**src/rtl/pipearch_arb_pkg.sv**
```systemverilog
// Shared types, constants and the round-robin pick function for the BRAM read arbiter.
package pipearch_arb_pkg;

    typedef logic [2:0] t_reqid;

    localparam logic [1:0] FIFOBRAM_MODE_BRAM = 2'b01;

    // Widest requester vector the pick function handles; callers zero-extend.
    localparam int MAX_REQ = 8;

    // One-hot grant for the first valid requester after 'last', wrapping at num_req.
    function automatic logic [MAX_REQ-1:0] rr_pick(
        input logic [MAX_REQ-1:0] valid,
        input t_reqid             last,
        input int                 num_req
    );
        logic [MAX_REQ-1:0] grant;
        logic               found;
        t_reqid             idx;
        grant = '0;
        found = 1'b0;
        idx   = last;
        for (int i = 1; i <= MAX_REQ; i++) begin
            if (i <= num_req) begin
                idx = (idx == t_reqid'(num_req - 1)) ? 3'd0 : idx + 3'd1;
                if (valid[idx] && !found) begin
                    grant[idx] = 1'b1;
                    found      = 1'b1;
                end
            end
        end
        return grant;
    endfunction

endpackage

```
**src/rtl/fifobram_interface.sv**
```systemverilog
// Read side of a FIFO/BRAM region port.
interface fifobram_interface #(
    parameter int ADDR_WIDTH = 16,
    parameter int DATA_WIDTH = 512
);
    logic                  re;
    logic [ADDR_WIDTH-1:0] raddr;
    logic [1:0]            rfifobram;
    logic                  rvalid;
    logic [DATA_WIDTH-1:0] rdata;

    modport read (
        output re,
        output raddr,
        output rfifobram,
        input  rvalid,
        input  rdata
    );
endinterface

```
**src/rtl/pipearch_tag_fifo.sv**
```systemverilog
// In-order tag FIFO: remembers which requester owns each in-flight read.
module pipearch_tag_fifo #(
    parameter int WIDTH = 2,
    parameter int DEPTH = 8
) (
    input  logic             clk,
    input  logic             reset,
    input  logic             push,
    input  logic [WIDTH-1:0] push_data,
    input  logic             pop,
    output logic [WIDTH-1:0] pop_data,
    output logic             empty,
    output logic             full
);
    localparam int PTR_W = $clog2(DEPTH);

    logic [WIDTH-1:0] mem [DEPTH];
    logic [PTR_W-1:0] wr_ptr;
    logic [PTR_W-1:0] rd_ptr;
    logic [PTR_W:0]   count;
    logic             do_push;
    logic             do_pop;

    // A push into a full FIFO is only taken when a pop frees a slot in the same cycle.
    assign do_pop   = pop && !empty;
    assign do_push  = push && (!full || do_pop);
    assign empty    = (count == '0);
    assign full     = (count == (PTR_W+1)'(DEPTH));
    assign pop_data = mem[rd_ptr];

    // Storage array, no reset needed since count gates validity.
    always_ff @(posedge clk) begin
        if (do_push) begin
            mem[wr_ptr] <= push_data;
        end
    end

    // Pointers and occupancy; pointers wrap naturally because DEPTH is a power of two.
    always_ff @(posedge clk or negedge reset) begin
        if (!reset) begin
            wr_ptr <= '0;
            rd_ptr <= '0;
            count  <= '0;
        end else begin
            if (do_push) wr_ptr <= wr_ptr + 1'b1;
            if (do_pop)  rd_ptr <= rd_ptr + 1'b1;
            case ({do_push, do_pop})
                2'b10:   count <= count + 1'b1;
                2'b01:   count <= count - 1'b1;
                default: count <= count;
            endcase
        end
    end

endmodule

```
**src/rtl/pipearch_bram_read_arbiter.sv**
```systemverilog
// Round-robin arbiter sharing one BRAM read port among NUM_REQ requesters,
// routing each returned line back to its issuer through an in-order tag FIFO.
module pipearch_bram_read_arbiter
    import pipearch_arb_pkg::*;
#(
    parameter int NUM_REQ         = 4,
    parameter int ADDR_WIDTH      = 16,
    parameter int DATA_WIDTH      = 512,
    parameter int MAX_OUTSTANDING = 8
) (
    input  logic                                clk,
    input  logic                                reset,
    input  logic [NUM_REQ-1:0]                  req_valid,
    input  logic [NUM_REQ-1:0][ADDR_WIDTH-1:0]  req_addr,
    output logic [NUM_REQ-1:0]                  req_grant,
    output logic [NUM_REQ-1:0]                  resp_valid,
    output logic [DATA_WIDTH-1:0]               resp_data,
    output logic                                err_unexpected,
    fifobram_interface.read                     REGION_read
);
    localparam int IDX_W = (NUM_REQ > 1) ? $clog2(NUM_REQ) : 1;
    localparam int CNT_W = $clog2(MAX_OUTSTANDING) + 1;
    localparam logic [CNT_W-1:0] CNT_MAX = CNT_W'(MAX_OUTSTANDING);

    logic [IDX_W-1:0]      last;
    logic [CNT_W-1:0]      outstanding;
    logic [MAX_REQ-1:0]    pick;
    logic                  can_issue;
    logic                  accept;
    logic [IDX_W-1:0]      accept_idx;
    logic                  pop;
    logic [IDX_W-1:0]      tag_out;
    logic                  tag_empty;
    logic                  tag_full;
    logic                  re_q;
    logic [ADDR_WIDTH-1:0] raddr_q;

    // Grant the next valid requester after 'last' while there is room in flight.
    always_comb begin
        pick      = rr_pick(MAX_REQ'(req_valid), t_reqid'(last), NUM_REQ);
        can_issue = (outstanding < CNT_MAX) && !tag_full;
        req_grant = can_issue ? pick[NUM_REQ-1:0] : '0;
    end

    // Encode the one-hot grant into the requester index that gets tagged.
    always_comb begin
        accept_idx = '0;
        for (int k = 0; k < NUM_REQ; k++) begin
            if (req_grant[k]) accept_idx = IDX_W'(k);
        end
    end

    assign accept = |(req_valid & req_grant);
    // A return with no tag is an orphan: it is dropped and flagged, not counted.
    assign pop    = REGION_read.rvalid && !tag_empty;

    pipearch_tag_fifo #(
        .WIDTH (IDX_W),
        .DEPTH (MAX_OUTSTANDING)
    ) u_tag_fifo (
        .clk       (clk),
        .reset     (reset),
        .push      (accept),
        .push_data (accept_idx),
        .pop       (pop),
        .pop_data  (tag_out),
        .empty     (tag_empty),
        .full      (tag_full)
    );

    // Round-robin pointer and in-flight counter.
    always_ff @(posedge clk or negedge reset) begin
        if (!reset) begin
            last        <= IDX_W'(NUM_REQ - 1);
            outstanding <= '0;
        end else begin
            if (accept) last <= accept_idx;
            case ({accept, pop})
                2'b10:   outstanding <= outstanding + 1'b1;
                2'b01:   outstanding <= outstanding - 1'b1;
                default: outstanding <= outstanding;
            endcase
        end
    end

    // Issue register toward the BRAM; raddr holds its last value between reads.
    always_ff @(posedge clk or negedge reset) begin
        if (!reset) begin
            re_q    <= 1'b0;
            raddr_q <= '0;
        end else begin
            re_q <= accept;
            if (accept) raddr_q <= req_addr[accept_idx];
        end
    end

    // Response routing: pulse the owner of the popped tag and capture the line.
    always_ff @(posedge clk or negedge reset) begin
        if (!reset) begin
            resp_valid     <= '0;
            resp_data      <= '0;
            err_unexpected <= 1'b0;
        end else begin
            resp_valid <= '0;
            if (pop) begin
                resp_valid[tag_out] <= 1'b1;
                resp_data           <= REGION_read.rdata;
            end
            if (REGION_read.rvalid && tag_empty) err_unexpected <= 1'b1;
        end
    end

    assign REGION_read.re        = re_q;
    assign REGION_read.raddr     = raddr_q;
    assign REGION_read.rfifobram = FIFOBRAM_MODE_BRAM;

endmodule

```
**src/flat_wrapper.sv**
```systemverilog
// flat-port wrapper written by rule: the top's interface ports become plain ports
module pipearch_bram_read_arbiter_flat import pipearch_arb_pkg::*;
#(
    parameter int NUM_REQ         = 4,
    parameter int ADDR_WIDTH      = 16,
    parameter int DATA_WIDTH      = 512,
    parameter int MAX_OUTSTANDING = 8
)
  (clk, reset, req_valid, req_addr, req_grant, resp_valid, resp_data, err_unexpected, REGION_read_re, REGION_read_raddr, REGION_read_rfifobram, REGION_read_rvalid, REGION_read_rdata);
  fifobram_interface #(.ADDR_WIDTH(ADDR_WIDTH), .DATA_WIDTH(DATA_WIDTH)) REGION_read_i ();
  input  logic clk;
  input  logic reset;
  input  logic [NUM_REQ-1:0] req_valid;
  input  logic [NUM_REQ-1:0][ADDR_WIDTH-1:0] req_addr;
  output logic [NUM_REQ-1:0] req_grant;
  output logic [NUM_REQ-1:0] resp_valid;
  output logic [DATA_WIDTH-1:0] resp_data;
  output logic err_unexpected;
  output wire logic [$bits(REGION_read_i.re)-1:0] REGION_read_re;
  output wire logic [$bits(REGION_read_i.raddr)-1:0] REGION_read_raddr;
  output wire logic [$bits(REGION_read_i.rfifobram)-1:0] REGION_read_rfifobram;
  input wire logic [$bits(REGION_read_i.rvalid)-1:0] REGION_read_rvalid;
  input wire logic [$bits(REGION_read_i.rdata)-1:0] REGION_read_rdata;
  assign REGION_read_re = REGION_read_i.re;
  assign REGION_read_raddr = REGION_read_i.raddr;
  assign REGION_read_rfifobram = REGION_read_i.rfifobram;
  assign REGION_read_i.rvalid = REGION_read_rvalid;
  assign REGION_read_i.rdata = REGION_read_rdata;
  pipearch_bram_read_arbiter #(.NUM_REQ(NUM_REQ), .ADDR_WIDTH(ADDR_WIDTH), .DATA_WIDTH(DATA_WIDTH), .MAX_OUTSTANDING(MAX_OUTSTANDING)) u_core (.clk(clk), .reset(reset), .req_valid(req_valid), .req_addr(req_addr), .req_grant(req_grant), .resp_valid(resp_valid), .resp_data(resp_data), .err_unexpected(err_unexpected), .REGION_read(REGION_read_i));
endmodule
```
**config.mk**
```make
export PLATFORM = sky130hd
export DESIGN_NAME = pipearch_bram_read_arbiter_flat
export DESIGN_NICKNAME = d
export VERILOG_FILES = /design/src/rtl/pipearch_arb_pkg.sv /design/src/rtl/fifobram_interface.sv /design/src/rtl/pipearch_tag_fifo.sv /design/src/rtl/pipearch_bram_read_arbiter.sv /design/src/flat_wrapper.sv
export SDC_FILE = /design/constraint.sdc
export NUM_CORES = 1
export LEC_CHECK = 0
export ABC_AREA = 1
export ABC_CLOCK_PERIOD_IN_PS = 3900
export BUFFER_PORTS_ARGS = -buffer_cell sky130_fd_sc_hd__buf_2
export CORE_AREA = 2 2 437 439
export CTS_BUF_LIST = sky130_fd_sc_hd__clkbuf_8 sky130_fd_sc_hd__clkbuf_16
export DETAILED_ROUTE_END_ITERATION = 8
export DIE_AREA = 0 0 439 441
export GPL_TIMING_DRIVEN = 0
export PLACE_DENSITY = 0.31
export SLEW_MARGIN = 20
export SYNTH_ARGS = -nofsm -noshare
export SYNTH_HDL_FRONTEND = slang
export SYNTH_SLANG_ARGS = --single-unit
```
**constraint.sdc**
```tcl
create_clock -name clk -period 3.9 [get_ports clk]
set_input_delay 0.39 -clock clk [delete_from_list [all_inputs] [get_ports clk]]
set_output_delay 0.39 -clock clk [all_outputs]
set_load 0.03 [all_outputs]
```
After elaboration in Yosys (flattened, before gate mapping)
Memory sizes are Yosys's and may differ from the RTL's.
Index checks and enable logic that the tools add are counted.
{"block": "totals", "register_bits": 550, "mem_bits_rw": 16, "elab_cells": 109, "n_memories": 1}
{"block": "op_classes", "n_addsub": 10, "n_lt_le_gt_ge": 12, "n_eq_ne": 9, "muxes": 40, "n_bitwise": 4, "n_reduce_logical": 23}
{"memory": "u_core.u_tag_fifo.mem", "words": 8, "width": 2, "rd": 1, "rd_clocked_by_memory_dff": 0, "write_ports": 1, "line_no": "pipearch_tag_fifo.sv:17", "text": "logic [WIDTH-1:0] mem [DEPTH];"}
{"operator": "$bmux W16 S2", "count": 1}
{"operator": "$mux W4", "count": 6}
{"operator": "$lt A3 B4 Y1 const B", "count": 4}
{"operator": "$mux W16", "count": 1}
{"operator": "$pmux W4 S2", "count": 2}
{"operator": "$add A3 B1 Y3 const B", "count": 5}
{"operator": "$mux W1", "count": 15}
{"operator": "$logic_and A1 B1 Y1", "count": 13}
{"operator": "$bmux W1 S3", "count": 4}
{"operator": "$demux W1 S3", "count": 4}
{"operator": "$ge A3 B1 Y1 const B", "count": 4}
{"operator": "$mux W3", "count": 4}
{"operator": "$or A4 B4 Y4", "count": 3}
{"operator": "$eq A3 B2 Y1 const B", "count": 3}
{"operator": "$add A4 B1 Y4 const B", "count": 2}
{"operator": "$sub A4 B1 Y4 const B", "count": 2}
{"operator": "$eq A2 B2 Y1 const B", "count": 3}
{"operator": "$lt A2 B3 Y1 const B", "count": 2}
{"operator": "$logic_not A1 Y1", "count": 5}
{"operator": "$and A4 B4 Y4", "count": 1}
{"operator": "$eq A2 B1 Y1 const B", "count": 2}
{"operator": "$eq A4 B4 Y1 const B", "count": 1}
{"operator": "$logic_not A4 Y1", "count": 1}
{"operator": "$lt A4 B4 Y1 const B", "count": 1}
{"operator": "other kinds (7)", "count": 9}

Logic depth before layout (Yosys ltp)
Gate-level depths: netlist of the first run.
{"block": "logic_depth", "word_depth": 20, "mapped_depth": 26, "mapped_depth_nobuf": 25}

Cells and area by module
A second synthesis of the first run with hierarchy kept.
{"block": "hier_totals", "cells_unflattened": 2706, "hier_area_um2": 22836.9}
{"mod": "pipearch_bram_read_arbiter", "instances": 1, "cells_each": 2584, "area_each_um2": 21579.4, "seq_area_each_um2": 13515.5}
{"mod": "pipearch_tag_fifo", "instances": 1, "cells_each": 122, "area_each_um2": 1257.5, "seq_area_each_um2": 730.7}

Worst setup path before layout of the first run
OpenSTA, ideal clock, no wires.
{"block": "synth_path", "path_type": "register to register", "startpoint": "register u_core.last[0]", "endpoint": "register u_core.u_tag_fifo.count[3]", "setup_ps": 121, "t_arrival_ps": 3972, "t_required_ps": 3779, "setup_slack_ps": -194, "stages_incl_launch_ff": 24, "n_path_buf": 1, "cell_sequence": "dfstp_2 -> inv_2 -> ha_1 -> inv_1 -> nand2_1 -> nand2_1 -> nand2_1 -> nand2_2 -> nor2_4 -> nand3_1 -> a31oi_1 -> nand2_1 -> nand2_1 -> nor2_8 -> buf_6 -> ha_1 -> ha_1 -> nand2_1 -> nor2_1 -> a211oi_1 -> nor2_1 -> nor2_1 -> nand2_1 -> xor2_1"}
{"block": "synth_between", "elab_chain_len": 20, "word_cells_on_any_way": 64, "classes_between": "add/sub: 4; order compare: 8; eq/ne: 6; mux: 29; bitwise: 4; reduce/logical: 13"}
{"item": "start, declared", "line_no": "pipearch_bram_read_arbiter.sv:25", "text": "logic [IDX_W-1:0] last;"}
{"item": "start signal, assigned", "line_no": "pipearch_bram_read_arbiter.sv:74", "text": "last <= IDX_W'(NUM_REQ - 1);"}
{"item": "start signal, assigned", "line_no": "pipearch_bram_read_arbiter.sv:77", "text": "if (accept) last <= accept_idx;"}
{"item": "$add A2 B1 Y3 / $eq A2 B2 Y1 (equally long branches)", "line_no": "pipearch_arb_pkg.sv:25", "text": "idx = (idx == t_reqid'(num_req - 1)) ? 3'd0 : idx + 3'd1;"}
{"item": "$mux W3 (*)", "line_no": "pipearch_arb_pkg.sv:25"}
{"item": "$add A3 B1 Y3, or another cell as far along", "line_no": "pipearch_arb_pkg.sv:25"}
{"item": "$mux W3 / $mux W1 (equally long branches)", "line_no": "pipearch_arb_pkg.sv:25, pipearch_arb_pkg.sv:26"}
{"item": "$add A3 B1 Y3, or another cell as far along", "line_no": "pipearch_arb_pkg.sv:25"}
{"item": "$mux W3, or another cell as far along", "line_no": "pipearch_arb_pkg.sv:25"}
{"item": "$add A3 B1 Y3, or another cell as far along", "line_no": "pipearch_arb_pkg.sv:25"}
{"item": "$mux W3, or another cell as far along", "line_no": "pipearch_arb_pkg.sv:25"}
{"item": "[5 not listed]"}
{"item": "$mux W4 (*)", "line_no": "pipearch_arb_pkg.sv:26", "text": "if (valid[idx] && !found) begin"}
{"item": "$mux W4 (*)", "line_no": "pipearch_bram_read_arbiter.sv:42", "text": "req_grant = can_issue ? pick[NUM_REQ-1:0] : '0;"}
{"item": "net req_grant[1]", "line_no": "flat_wrapper.sv:15", "text": "output logic [NUM_REQ-1:0] req_grant;"}
{"item": "$and A4 B4 Y4 (*)", "line_no": "pipearch_bram_read_arbiter.sv:53", "text": "assign accept = |(req_valid & req_grant);"}
{"item": "$reduce_or A4 Y1 (*)", "line_no": "pipearch_bram_read_arbiter.sv:53"}
{"item": "$logic_and A1 B1 Y1 (*)", "line_no": "pipearch_tag_fifo.sv:26", "text": "assign do_push = push && (!full || do_pop);"}
{"item": "$eq A2 B1 Y1 / $eq A2 B2 Y1 (equally long branches)", "line_no": "pipearch_tag_fifo.sv:47", "text": "case ({do_push, do_pop})"}
{"item": "$pmux W4 S2 / $reduce_bool A2 Y1 (equally long branches)"}
{"item": "end signal, assigned", "line_no": "pipearch_tag_fifo.sv:48", "text": "2'b10: count <= count + 1'b1;"}
{"item": "end signal, assigned", "line_no": "pipearch_tag_fifo.sv:49", "text": "2'b01: count <= count - 1'b1;"}
{"item": "end signal, assigned", "line_no": "pipearch_tag_fifo.sv:50", "text": "default: count <= count;"}
{"item": "end, declared", "line_no": "pipearch_tag_fifo.sv:20", "text": "logic [PTR_W:0] count;"}
Mark *: on every way through the listed nets, which the timed path passes. The rest lies on a longest branch. The select of a mux whose other input is x is not followed.
A chain may end at the register's enable or synchronous reset.

Worst setup path in the final report of the first run
{"block": "layout_path", "startpoint": "register u_core.last[1]", "endpoint": "register u_core.u_tag_fifo.count[3]"}
{"block": "layout_between", "elab_chain_len": 20, "word_cells_on_any_way": 64, "classes_between": "add/sub: 4; order compare: 8; eq/ne: 6; mux: 29; bitwise: 4; reduce/logical: 13"}
{"item": "$add A2 B1 Y3 / $eq A2 B2 Y1 (equally long branches)", "line_no": "pipearch_arb_pkg.sv:25"}
{"item": "$mux W3 (*)", "line_no": "pipearch_arb_pkg.sv:25"}
{"item": "$add A3 B1 Y3, or another cell as far along", "line_no": "pipearch_arb_pkg.sv:25"}
{"item": "$mux W3 / $mux W1 (equally long branches)", "line_no": "pipearch_arb_pkg.sv:25, pipearch_arb_pkg.sv:26"}
{"item": "$add A3 B1 Y3, or another cell as far along", "line_no": "pipearch_arb_pkg.sv:25"}
{"item": "$mux W3, or another cell as far along", "line_no": "pipearch_arb_pkg.sv:25"}
{"item": "$add A3 B1 Y3, or another cell as far along", "line_no": "pipearch_arb_pkg.sv:25"}
{"item": "$mux W3, or another cell as far along", "line_no": "pipearch_arb_pkg.sv:25"}
{"item": "[4 not listed]"}
{"item": "$or A4 B4 Y4 (no line) / $logic_and A1 B1 Y1 (equally long branches)"}
{"item": "$mux W4 (*)", "line_no": "pipearch_arb_pkg.sv:26"}
{"item": "$mux W4 (*)", "line_no": "pipearch_bram_read_arbiter.sv:42"}
{"item": "$and A4 B4 Y4 (*)", "line_no": "pipearch_bram_read_arbiter.sv:53"}
{"item": "$reduce_or A4 Y1 (*)", "line_no": "pipearch_bram_read_arbiter.sv:53"}
{"item": "$logic_and A1 B1 Y1 (*)", "line_no": "pipearch_tag_fifo.sv:26"}
{"item": "$eq A2 B1 Y1 / $eq A2 B2 Y1 (equally long branches)", "line_no": "pipearch_tag_fifo.sv:47"}
{"item": "$pmux W4 S2 / $reduce_bool A2 Y1 (equally long branches)"}
Mark *: on every way between the ends. The rest lies on a longest branch, timed or not. The select of a mux whose other input is x is not followed.

==> reports/results.tsv, run 1 <==
stage	metric	value	unit
clock_tree	clock_latency	0.71	ns
worst_setup_path	end_kind	flip-flop	
sta	rsz0062_at_grt	true	
yosys	synth.area.top_cells	dfrtp_1 (60%), nand2_1 (29%), edfxtp_1 (2.1%)	
sta	skew	0.0243	ns
drt	via_count	24000	
drt	route.detailed.drc	0	
outcome	status	finished clean	
floorplan	fp.coreArea	189000	um2
yosys	avgSynthCellArea	8.49	um2
run	cap_violations	0	
placement	gp_congestion	0.850	
yosys	synth_cells	2687	
yosys	synth.yosys.seq_area_share	62.4	%
cells_and_area	drive_above_1_share	29.3	%
drt	met2_length	69500	um
power_and_ir_drop	p_leak	21.2	nW
sta	slew_headroom	40.0	%
yosys	yosysTopAreaCell	dfrtp_1	
yosys	synthDistinctLibCells	36	
grt	grt_pass1_vias	24500	
drt	wl_met3	9580	um
sta	fin_crit_sh	94.2	%
floorplan	initial_utilization	12.1	%
yosys	synth_nets	3287	
placement	portBuffers	1120	
clock_tree	clk_pin_slew	0.06	ns
worst_setup_path	cp_max_fo	10	
grt	grt_pass1_wl	187000	um
yosys	synth_edf_count	16	
sta	period_minus_slack	3.67	ns
floorplan	rows	160	
clock_tree	cts_made_buffers	82	
placement	preCtsSetupSlack	-0.309	ns
drt	drtAntennaViolNets	0	
drt	first_pass_iters	5	
yosys	synth_seq_cells	566	
worst_setup_path	cp_slowest_cell	dfstp_2	
sta	maxSlewViolCount	0	
floorplan	die_area	194000	um2
floorplan	ios	1123	
grt	grt_antenna_before_repair	25	
worst_setup_path	cp-start-kind	flip-flop	
clock_tree	cts_tree	built	
clock_tree	htreeDepth	3	
sta	final-setup-viol-count	0	
sta	setup_slack	0.227	ns
cells_and_area	layout_commonest_cell	nand2_1	
worst_setup_path	max_stage_delay	0.57	ns
drt	wl_met1	54200	um
cells_and_area	final_cell_mix	nand2_1 (1739), buf_2 (1123), dfrtp_1 (548)	
cells_and_area	area_growth	74.8	%
worst_setup_path	cp_data_required_time	4.48	ns
floorplan	die_w	439	um
grt	grt_usage	13.7	%
cells_and_area	finalNetCount	5022	
sta	fmax	272	MHz
drt	routedWlPerCell	19.7	um
yosys	syn_area	22800	um2
placement	dp_hpwl	110000	um
drt	routed_wl	138000	um
power_and_ir_drop	ir_drop	289	uV
sta	worstMarginPinSlew	0.900	ns
drt	top_layer	met5	
worst_setup_path	cpMostUsedCell	nand2_1	
worst_hold_path	hp-class	in2reg	
grt	grt_max_degree	82	
yosys	yosysWarningCount	0	
drt	post_drt_via_cell_ratio	3.43	
worst_setup_path	path_class	reg2reg	
sta	final_hold_viol_count	0	
floorplan	die_h	441	um
clock_tree	root_buffer	clkbuf_16	
drt	first_iter_violations	1326	
clock_tree	clock_sinks	566	
clock_tree	clockBufferDepth	3	
grt	grt_overflow	0	
worst_setup_path	arrival	4.25	ns
yosys	synthDominantCellAreaShare	60.1	%
yosys	async_flop_share	97.2	%
yosys	dominantRegCellSynth	dfrtp_1	
cells_and_area	final_core_util	21.1	%
power_and_ir_drop	powerDensity	721	nW/um2
[registers in the layout (all words and copies together) (netlist names)]
register / flops
u_core.REGION_read.re: 1
u_core.err_unexpected: 1
u_core.resp_data: 512
u_core.u_tag_fifo.wr_ptr: 3
u_core.REGION_read.raddr: 16
u_core.u_tag_fifo.mem: 16
u_core.u_tag_fifo.rd_ptr: 3
u_core.outstanding: 4
u_core.u_tag_fifo.count: 4
u_core.last: 2
u_core.resp_valid: 4
[metrics by stage]
stage          hold WS (ns)  cell area (um2)  total power [mW]  cells  setup TNS [ns]
3_5_place_dp          0.408            31900              20.8   6328          -0.605
2_1_floorplan        0.0944            22800              15.7   2687               0
3_3_place_gp          0.458            31600              20.8   6318        -6490.14
6_report             0.0468            39900              28.7   7003               0
4_1_cts             0.00208            39800              29.4   6994               0
5_1_grt              0.0319            39900              30.6   7000         -0.0431
[worst max-delay path, delay by kind of cell (launching register included)]
family / cells / cell delay [ns]
and+or+nand+nor: 16 / 1.44
adders and majority gates: 3 / 0.81
xor gates and xnor gates: 1 / 0.14
buffers and inverters: 4 / 0.41
AOI/OAI and AO/OA: 1 / 0.17
DFF: 1 / 0.57
[synthesized netlist by cell type (2+ instances only)]
cell type  count
nand2_1     1742
dfrtp_1      548
clkbuf_1     108
inv_1         66
nand3b_1      32
nor2_1        25
nand3_1       19
o21ai_0       18
a21oi_1       17
edfxtp_1      16
ha_1          15
buf_1         10
clkinv_1      10
buf_4          7
nand2_2        6
xor2_1         6
buf_2          4
nor3_2         4
o22ai_1        4
inv_2          3
nand2_4        3
xnor2_1        3
a211oi_1       2
a31oi_1        2
buf_6          2
conb_1         2
dfstp_2        2
fa_1           2
nor2_4         2
[logic make-up after synthesis]
family                     after synthesis  synth area share [%]
AOI/OAI and AO/OA                       44                  1.03
xor gates and xnor gates                 9                 0.346
adders and majority gates               17                 0.998
buffers and inverters                  210                  3.66
DFF                                    566                  62.4
other                                    2                0.0329
and+or+nand+nor                       1839                  31.5
[routing by layer]
layer / vias to the layer above / global-route usage, %
met1: 11400 / 15.6
li1: 11600 / -
met5: - / 0
met3: 181 / 3.94
met4: 6 / 5.54
met2: 832 / 24.0
[report_power, final]
| group | internal (mW) | total, mW | switching [mW] | leakage [nW] |
|---|---|---|---|---|
| Combinational | 3.39 | 12.2 | 8.85 | 13.0 |
| Clock | 4.52 | 7.71 | 3.20 | 1.41 |
| Sequential | 7.68 | 8.80 | 1.12 | 6.86 |
| Total | 15.6 | 28.7 | 13.2 | 21.2 |
[repair_timing]
item / in CTS / in global routing
resized for setup: 7 / 8
pin swaps: 1 / 2
endpoints found under the setup margin: 3 / 3
buffers inserted: 3 / 1
hold buffers: 518 / 0
endpoints found under the hold margin: 579 / 0
[area by class of cell]
type / count / area, um2
sequential: 566 / 14200
inverter: 79 / 298
fill: 21300 / 149000
antenna: 8 / 20.0
tap: 2511 / 3140
timing repair buffer: 1652 / 11100
buffer: 130 / 547
multi-input combinational: 1911 / 7800
clock buffer: 100 / 2300
clock inverter: 46 / 429
[final timing paths]
check / to / slack (ns) / start / cells past startpoint
max: u_core.u_tag_fifo.count[3] / 0.23 / u_core.last[1] / 25
min: u_core.resp_data[310] / 0.05 / REGION_read_rdata[310] / 3
max reg2reg: u_core.u_tag_fifo.count[3] / 0.23 / u_core.last[1] / 25
min reg2reg: u_core.resp_data[433] / 0.47 / u_core.resp_data[433] / 2
max in group asynchronous: u_core.resp_data[211] / 1.86 / reset / 5
min in group asynchronous: u_core.resp_data[478] / 0.26 / reset / 2
Power figures use the tool's default switching activity.
==> run 2, diff against run 1 <==
--- a/config.mk
+++ b/config.mk
@@ -5,7 +5,6 @@
 export SDC_FILE = /design/constraint.sdc
 export NUM_CORES = 1
 export LEC_CHECK = 0
-export ABC_AREA = 1
 export ABC_CLOCK_PERIOD_IN_PS = 3900
 export BUFFER_PORTS_ARGS = -buffer_cell sky130_fd_sc_hd__buf_2
 export CORE_AREA = 2 2 437 439
==> reports/results.tsv, run 2 <==
stage	metric	value	unit
sta	final_hold_viol_count	0	
power_and_ir_drop	combPwrFrac	41.5	%
clock_tree	clk_pin_slew	0.05	ns
power_and_ir_drop	p_leak	20.7	nW
drt	first_pass_iters	7	
clock_tree	htreeDepth	3	
worst_setup_path	path_class	reg2reg	
cells_and_area	final_core_util	21.0	%
cells_and_area	finalNetCount	4837	
yosys	avgSynthCellArea	9.04	um2
sta	period_minus_slack	3.74	ns
sta	rsz0062_at_grt	true	
power_and_ir_drop	pwr-share-seq	31.2	%
worst_setup_path	cp_data_required_time	4.50	ns
yosys	synth_nets	3064	
drt	via_count	23700	
yosys	ys_top_cells_by_count	nand2_1 (1573), dfrtp_1 (548), clkbuf_1 (124)	
power_and_ir_drop	p_sw	12.6	mW
cells_and_area	layout_commonest_cell	nand2_1	
placement	portBuffers	1117	
drt	routed_wl	151000	um
yosys	synth_most_common_cell	nand2_1	
placement	dp_hpwl	122000	um
worst_setup_path	end_kind	flip-flop	
yosys	async_flop_share	97.2	%
floorplan	die_area	194000	um2
floorplan	rows	160	
clock_tree	clockBufferDepth	3	
yosys	synth.area.top_cells	dfrtp_1 (62%), nand2_1 (26%), edfxtp_1 (2.2%)	
yosys	synth_seq_cells	566	
sta	maxSlewViolCount	0	
floorplan	initial_utilization	11.8	%
clock_tree	root_buffer	clkbuf_16	
yosys	dominantRegCellSynth	dfrtp_1	
grt	grt_pass1_wl	201000	um
drt	drtAntennaViolNets	0	
grt	grt_usage	15.0	%
grt	grt_pass1_vias	24800	
cells_and_area	regMostFlops	u_core.resp_data	
sta	final-setup-viol-count	0	
power_and_ir_drop	p_clk_share	27.3	%
yosys	synthDominantCellAreaShare	61.5	%
grt	grt_max_degree	84	
drt	first_iter_violations	1224	
clock_tree	cts_tree	built	
placement	gp_congestion	0.884	
power_and_ir_drop	p_int	15.3	mW
clock_tree	clock_latency	0.71	ns
drt	route.detailed.drc	0	
floorplan	die_w	439	um
sta	slew_headroom	34.2	%
cells_and_area	largest_reg_flops	512	
grt	grt_overflow	0	
grt	grt_antenna_before_repair	46	
sta	fmax	267	MHz
yosys	synthDistinctLibCells	52	
floorplan	die_h	441	um
yosys	synth.yosys.seq_area_share	63.9	%
floorplan	ios	1123	
worst_hold_path	hp-class	in2reg	
drt	routedWlPerCell	22.1	um
worst_setup_path	cp_max_fo	16	
yosys	synth_edf_count	16	
power_and_ir_drop	ir_drop	327	uV
worst_setup_path	cp-start-kind	flip-flop	
placement	dpl.cell_count	6101	
power_and_ir_drop	powerDensity	703	nW/um2
cells_and_area	fillers	21300	
cells_and_area	drive_above_1_share	30.4	%
clock_tree	clock_sinks	566	
outcome	status	finished clean	
worst_setup_path	arrival	4.34	ns
power_and_ir_drop	switching_share	45.1	%
yosys	syn_area	22300	um2
run	cap_violations	0	
cells_and_area	area_growth	78.4	%
yosys	yosysWarningCount	0	
yosys	yosysTopAreaCell	dfrtp_1	
cells_and_area	final_cell_mix	nand2_1 (1573), buf_2 (1117), dlygate4sd3_1 (565)	
sta	fin_crit_sh	96.0	%
cells_and_area	instances_no_fill	6822	
sta	skew	0.0326	ns
clock_tree	cts_made_buffers	82	
sta	worstMarginPinSlew	0.987	ns
floorplan	fp.coreArea	189000	um2
yosys	synth_cells	2464	
drt	post_drt_via_cell_ratio	3.47	
## run 2: changes by cell type after synthesis, sizes merged, moves of 19 or more
cell	delta
nand2	-179
inv	-54
nand3b	-33
a22oi	+19
mux2i	+19
nand3	-19
## run 2: critical path: stages (launching register included)
cell and delay (ns):
dfstp_2 0.58, inv_1 0.10, ha_2 0.18, clkbuf_1 0.23, a222oi_1 0.39, inv_1 0.07
a222oi_1 0.50, a41o_4 0.42, ha_1 0.23, ha_1 0.24, a21o_1 0.18, a21oi_1 0.16
xnor2_1 0.14, nor2_1 0.06, xor2_1 0.14
## run 2: area by class of cell
type	instances	area (um2)	area share, %
diodes	16	40.0	0.101
clock buffers	101	2310	5.82
multi-input cells	1747	7490	18.8
plain buffers	132	569	1.43
flip-flops and latches	566	14200	35.8
clock inverters	41	374	0.941
well taps	2511	3140	7.90
inverters	15	56.3	0.142
repair buffers	1693	11500	29.0
## run 2: kinds of logic after synthesis
| kind of cell | count (synthesis) | synth area share, % |
|---|---|---|
| AO/OA/AOI/OAI | 72 | 2.75 |
| XOR/XNOR | 11 | 0.432 |
| adder cells (fa/ha/maj) | 17 | 1.02 |
| buffers and inverters | 151 | 2.71 |
| flip-flops | 566 | 63.9 |
| multiplexers | 26 | 1.46 |
| other | 2 | 0.0337 |
| AND/OR/NAND/NOR | 1619 | 27.7 |
## run 2: worst paths after layout
kind	start	endpoint	slack (ns)	cells past startpoint
max in group asynchronous	reset	u_core.resp_data[432]	1.93	5
min in group asynchronous	reset	u_core.REGION_read.raddr[1]	0.20	2
hold reg to reg	u_core.err_unexpected	u_core.err_unexpected	0.46	1
setup reg to reg	u_core.last[0]	u_core.u_tag_fifo.count[3]	0.16	14
hold / removal	REGION_read_rdata[252]	u_core.resp_data[252]	0.08	3
setup / recovery	u_core.last[0]	u_core.u_tag_fifo.count[3]	0.16	14
## run 2: through the flow
stage                     hold WS [ns]  instance area [um2]  TNS (ns)  worst slack [ns]  power [mW]
after floorplan                 0.0944                22300         0             0.129        14.9
after global placement           0.437                31000  -6517.05            -11.78        19.9
after detailed placement         0.350                31300     -1.71            -0.444        20.0
after CTS                      0.00212                39700  -0.00548          -0.00548        28.5
after global routing            0.0161                39700   -0.0448           -0.0448        29.7
final                           0.0764                39800         0             0.157        27.9
## run 2: repair_timing
| item | in CTS | in global routing |
|---|---|---|
| hold endpoints to repair | 571 | 0 |
| resized for setup | 8 | 23 |
| hold buffers | 565 | 0 |
| buffers inserted | 2 | 0 |
| endpoints found under the setup margin | 35 | 24 |
## run 2: power by group through the flow
stage | combinational [mW] | clock [mW] | sequential [mW]
4_1_cts | 11.8 | 8.00 | 8.71
5_1_grt | 12.6 | 8.21 | 8.90
3_3_place_gp | 11.1 | 0 | 8.78
3_5_place_dp | 11.2 | 0 | 8.79
6_report | 11.6 | 7.63 | 8.71
2_1_floorplan | 3.35 | 0 | 11.6
## run 2: metal layers
metal | part of all wire [%] | vias up | track usage [%]
met1 | 39 | 11500 | 17.3
li1 | - | 11200 | -
met5 | 0.015 | - | 0
met3 | 9.6 | 203 | 6.30
met4 | 2.7 | 4 | 4.15
met2 | 49 | 784 | 25.4
==> run 3, diff against run 2 <==
--- a/config.mk
+++ b/config.mk
@@ -12,7 +12,6 @@
 export DETAILED_ROUTE_END_ITERATION = 8
 export DIE_AREA = 0 0 439 441
 export GPL_TIMING_DRIVEN = 0
-export PLACE_DENSITY = 0.31
 export SLEW_MARGIN = 20
 export SYNTH_ARGS = -nofsm -noshare
 export SYNTH_HDL_FRONTEND = slang
==> reports/results.tsv, run 3 (synthesis gave the netlist of run 2 again) <==
stage	metric	value	unit
sta	maxSlewViolCount	0	
grt	grt_antenna_before_repair	65	
cells_and_area	drive_above_1_share	31.0	%
sta	skew	0.0548	ns
cells_and_area	final_core_util	21.0	%
worst_setup_path	path_class	reg2reg	
placement	gp_congestion	1.01	
worst_setup_path	cp-start-kind	flip-flop	
power_and_ir_drop	powerDensity	719	nW/um2
worst_setup_path	cp-endpoint	u_core.u_tag_fifo.count[3]	
worst_setup_path	cp_slowest_cell	dfstp_2	
placement	dp_hpwl	142000	um
grt	grt_overflow	0	
power_and_ir_drop	ir_drop	377	uV
clock_tree	cts_made_buffers	74	
drt	first_iter_violations	1913	
worst_setup_path	r2r_setup_slack	0.14	ns
worst_setup_path	reg2reg_to	u_core.u_tag_fifo.count[3]	
grt	grt_pass1_vias	25500	
cells_and_area	finalNetCount	4822	
cells_and_area	instances_no_fill	6832	
placement	preCtsSetupSlack	-0.751	ns
worst_setup_path	cp_max_fo	10	
grt	grt_max_degree	86	
floorplan	initial_utilization	11.8	%
clock_tree	clock_latency	0.70	ns
worst_setup_path	cp_data_required_time	4.44	ns
placement	dpl_cell_area	31300	um2
drt	routedWlPerCell	25.0	um
grt	grt_usage	17.0	%
drt	route.detailed.drc	0	
floorplan	fp.coreArea	189000	um2
grt	grt_pass1_wl	221000	um
floorplan	ios	1123	
sta	fmax	266	MHz
power_and_ir_drop	p_total	28.6	mW
floorplan	die_w	439	um
clock_tree	clock_sinks	566	
sta	period_minus_slack	3.76	ns
cells_and_area	design_area	39800	um2
sta	final_hold_viol_count	0	
placement	dpl.cell_count	6104	
drt	first_pass_iters	7	
cells_and_area	layout_commonest_cell	nand2_1	
worst_setup_path	worstReg2RegStart	u_core.last[1]	
outcome	status	finished clean	
clock_tree	htreeDepth	3	
clock_tree	clockBufferDepth	3	
floorplan	die_h	441	um
drt	post_drt_via_cell_ratio	3.69	
sta	fin_crit_sh	96.4	%
worst_setup_path	max_stage_delay	0.57	ns
cells_and_area	area_growth	78.5	%
drt	via_count	25200	
sta	setup_slack	0.140	ns
sta	worstMarginPinSlew	1.06	ns
worst_setup_path	arrival	4.30	ns
worst_setup_path	end_kind	flip-flop	
clock_tree	root_buffer	clkbuf_16	
drt	drtAntennaViolNets	0	
floorplan	die_area	194000	um2
floorplan	rows	160	
sta	slew_headroom	29.3	%
worst_setup_path	cp-startpoint	u_core.last[1]	
drt	routed_wl	171000	um
worst_setup_path	r2r_cells	16	
cells_and_area	regMostFlops	u_core.resp_data	
power_and_ir_drop	p_leak	20.6	nW
cells_and_area	final_cell_mix	nand2_1 (1572), buf_2 (1119), dfrtp_1 (548)	
worst_hold_path	hp-class	in2reg	
run	cap_violations	0	
clock_tree	cts_tree	built	
clock_tree	clk_pin_slew	0.06	ns
cells_and_area	fillers	20900	
worst_setup_path	crit_path_cell_trace	inv_2 > ha_4 > or2_4 > or3_1 > o31ai_1 > or2_4 > nand2_1 > a41o_2 > clkbuf_16 > ha_1 > ha_1 > a21o_1 > a21oi_2 > xnor2_1 > nor2_1 > xor2_1	
cells_and_area	largest_reg_flops	512	
placement	portBuffers	1117	
sta	final-setup-viol-count	0	
## run 3: cell types whose count changed in the layout (fill, tap and decap cells not counted), moves of 3 or more
cell           before  now
clkbuf_2           11    7
clkbuf_1          107  113
bufinv_16           3   10
clkinv_16           2    5
clkinvlp_4          4    7
clkinv_2            7   13
dlygate4sd3_1     565  543
diode_2            16   38
buf_4               7   17
clkbuf_16          82   76
inv_1              33   19
clkbuf_8           19   14
## run 3: repair_timing
action | CTS | global route
pin swaps | 3 | 7
endpoints found under the setup margin | 6 | 9
resized for setup | 15 | 14
endpoints found under the hold margin | 698 | 0
hold buffers | 543 | 0
setup buffers | 8 | 4
## run 3: power by group
| part | internal, mW | switching, mW |
|---|---|---|
| sequential | 7.60 | 1.17 |
| combinational | 3.50 | 8.72 |
| clock | 4.51 | 3.11 |
| total | 15.6 | 13.0 |
## run 3: how the worst min path moves through the flow
stage | startpoint | to | slack, ns | cells past startpoint
final | REGION_read_rdata[312] | u_core.resp_data[312] | 0.07 | 3
after detailed placement | reset | u_core.resp_data[413] | 0.31 | 1
after global placement | u_core.err_unexpected | u_core.err_unexpected | 0.44 | 1
after CTS | req_addr[9] | u_core.REGION_read.raddr[9] | 0.000004 | 3
after floorplan | reset | u_core.REGION_read.raddr[0] | 0.09 | 0
after global routing | REGION_read_rdata[312] | u_core.resp_data[312] | 0.02 | 3
## run 3: cell type report
cell class                      count  area [um2]  area share [%]
Clock buffer                       89        2070            5.20
Tap cell                         2511        3140            7.90
Inverter                           15        56.3           0.142
Timing Repair Buffer             1684       11400            28.7
Sequential cell                   566       14200            35.8
Multi-Input combinational cell   1747        7520            18.9
Antenna cell                       38        95.1           0.239
Buffer                            134         582            1.46
Clock inverter                     48         647            1.63
## run 3: layer usage
metal / global-route usage [%] / routed length, um
met5: 1.64 / 484
met2: 26.9 / 78700
met3: 7.01 / 18700
met4: 8.33 / 8790
met1: 19.5 / 64400
## run 3: metrics by stage
step / setup TNS (ns) / hold slack, ns
after floorplan: 0 / 0.0944
after CTS: 0 / 0.00000433
after detailed placement: -1.74 / 0.309
final: 0 / 0.0718
after global placement: -6151.92 / 0.440
after global routing: -0.0583 / 0.0243
## run 3: worst max-delay path, delay by kind of cell (launching register included)
kind            cells  cell delay, ns
fa+ha+maj           3            0.79
compound gates      4            0.73
buf+inv             2            0.28
simple gates        5            0.95
flops               1            0.57
xor+xnor            2            0.27
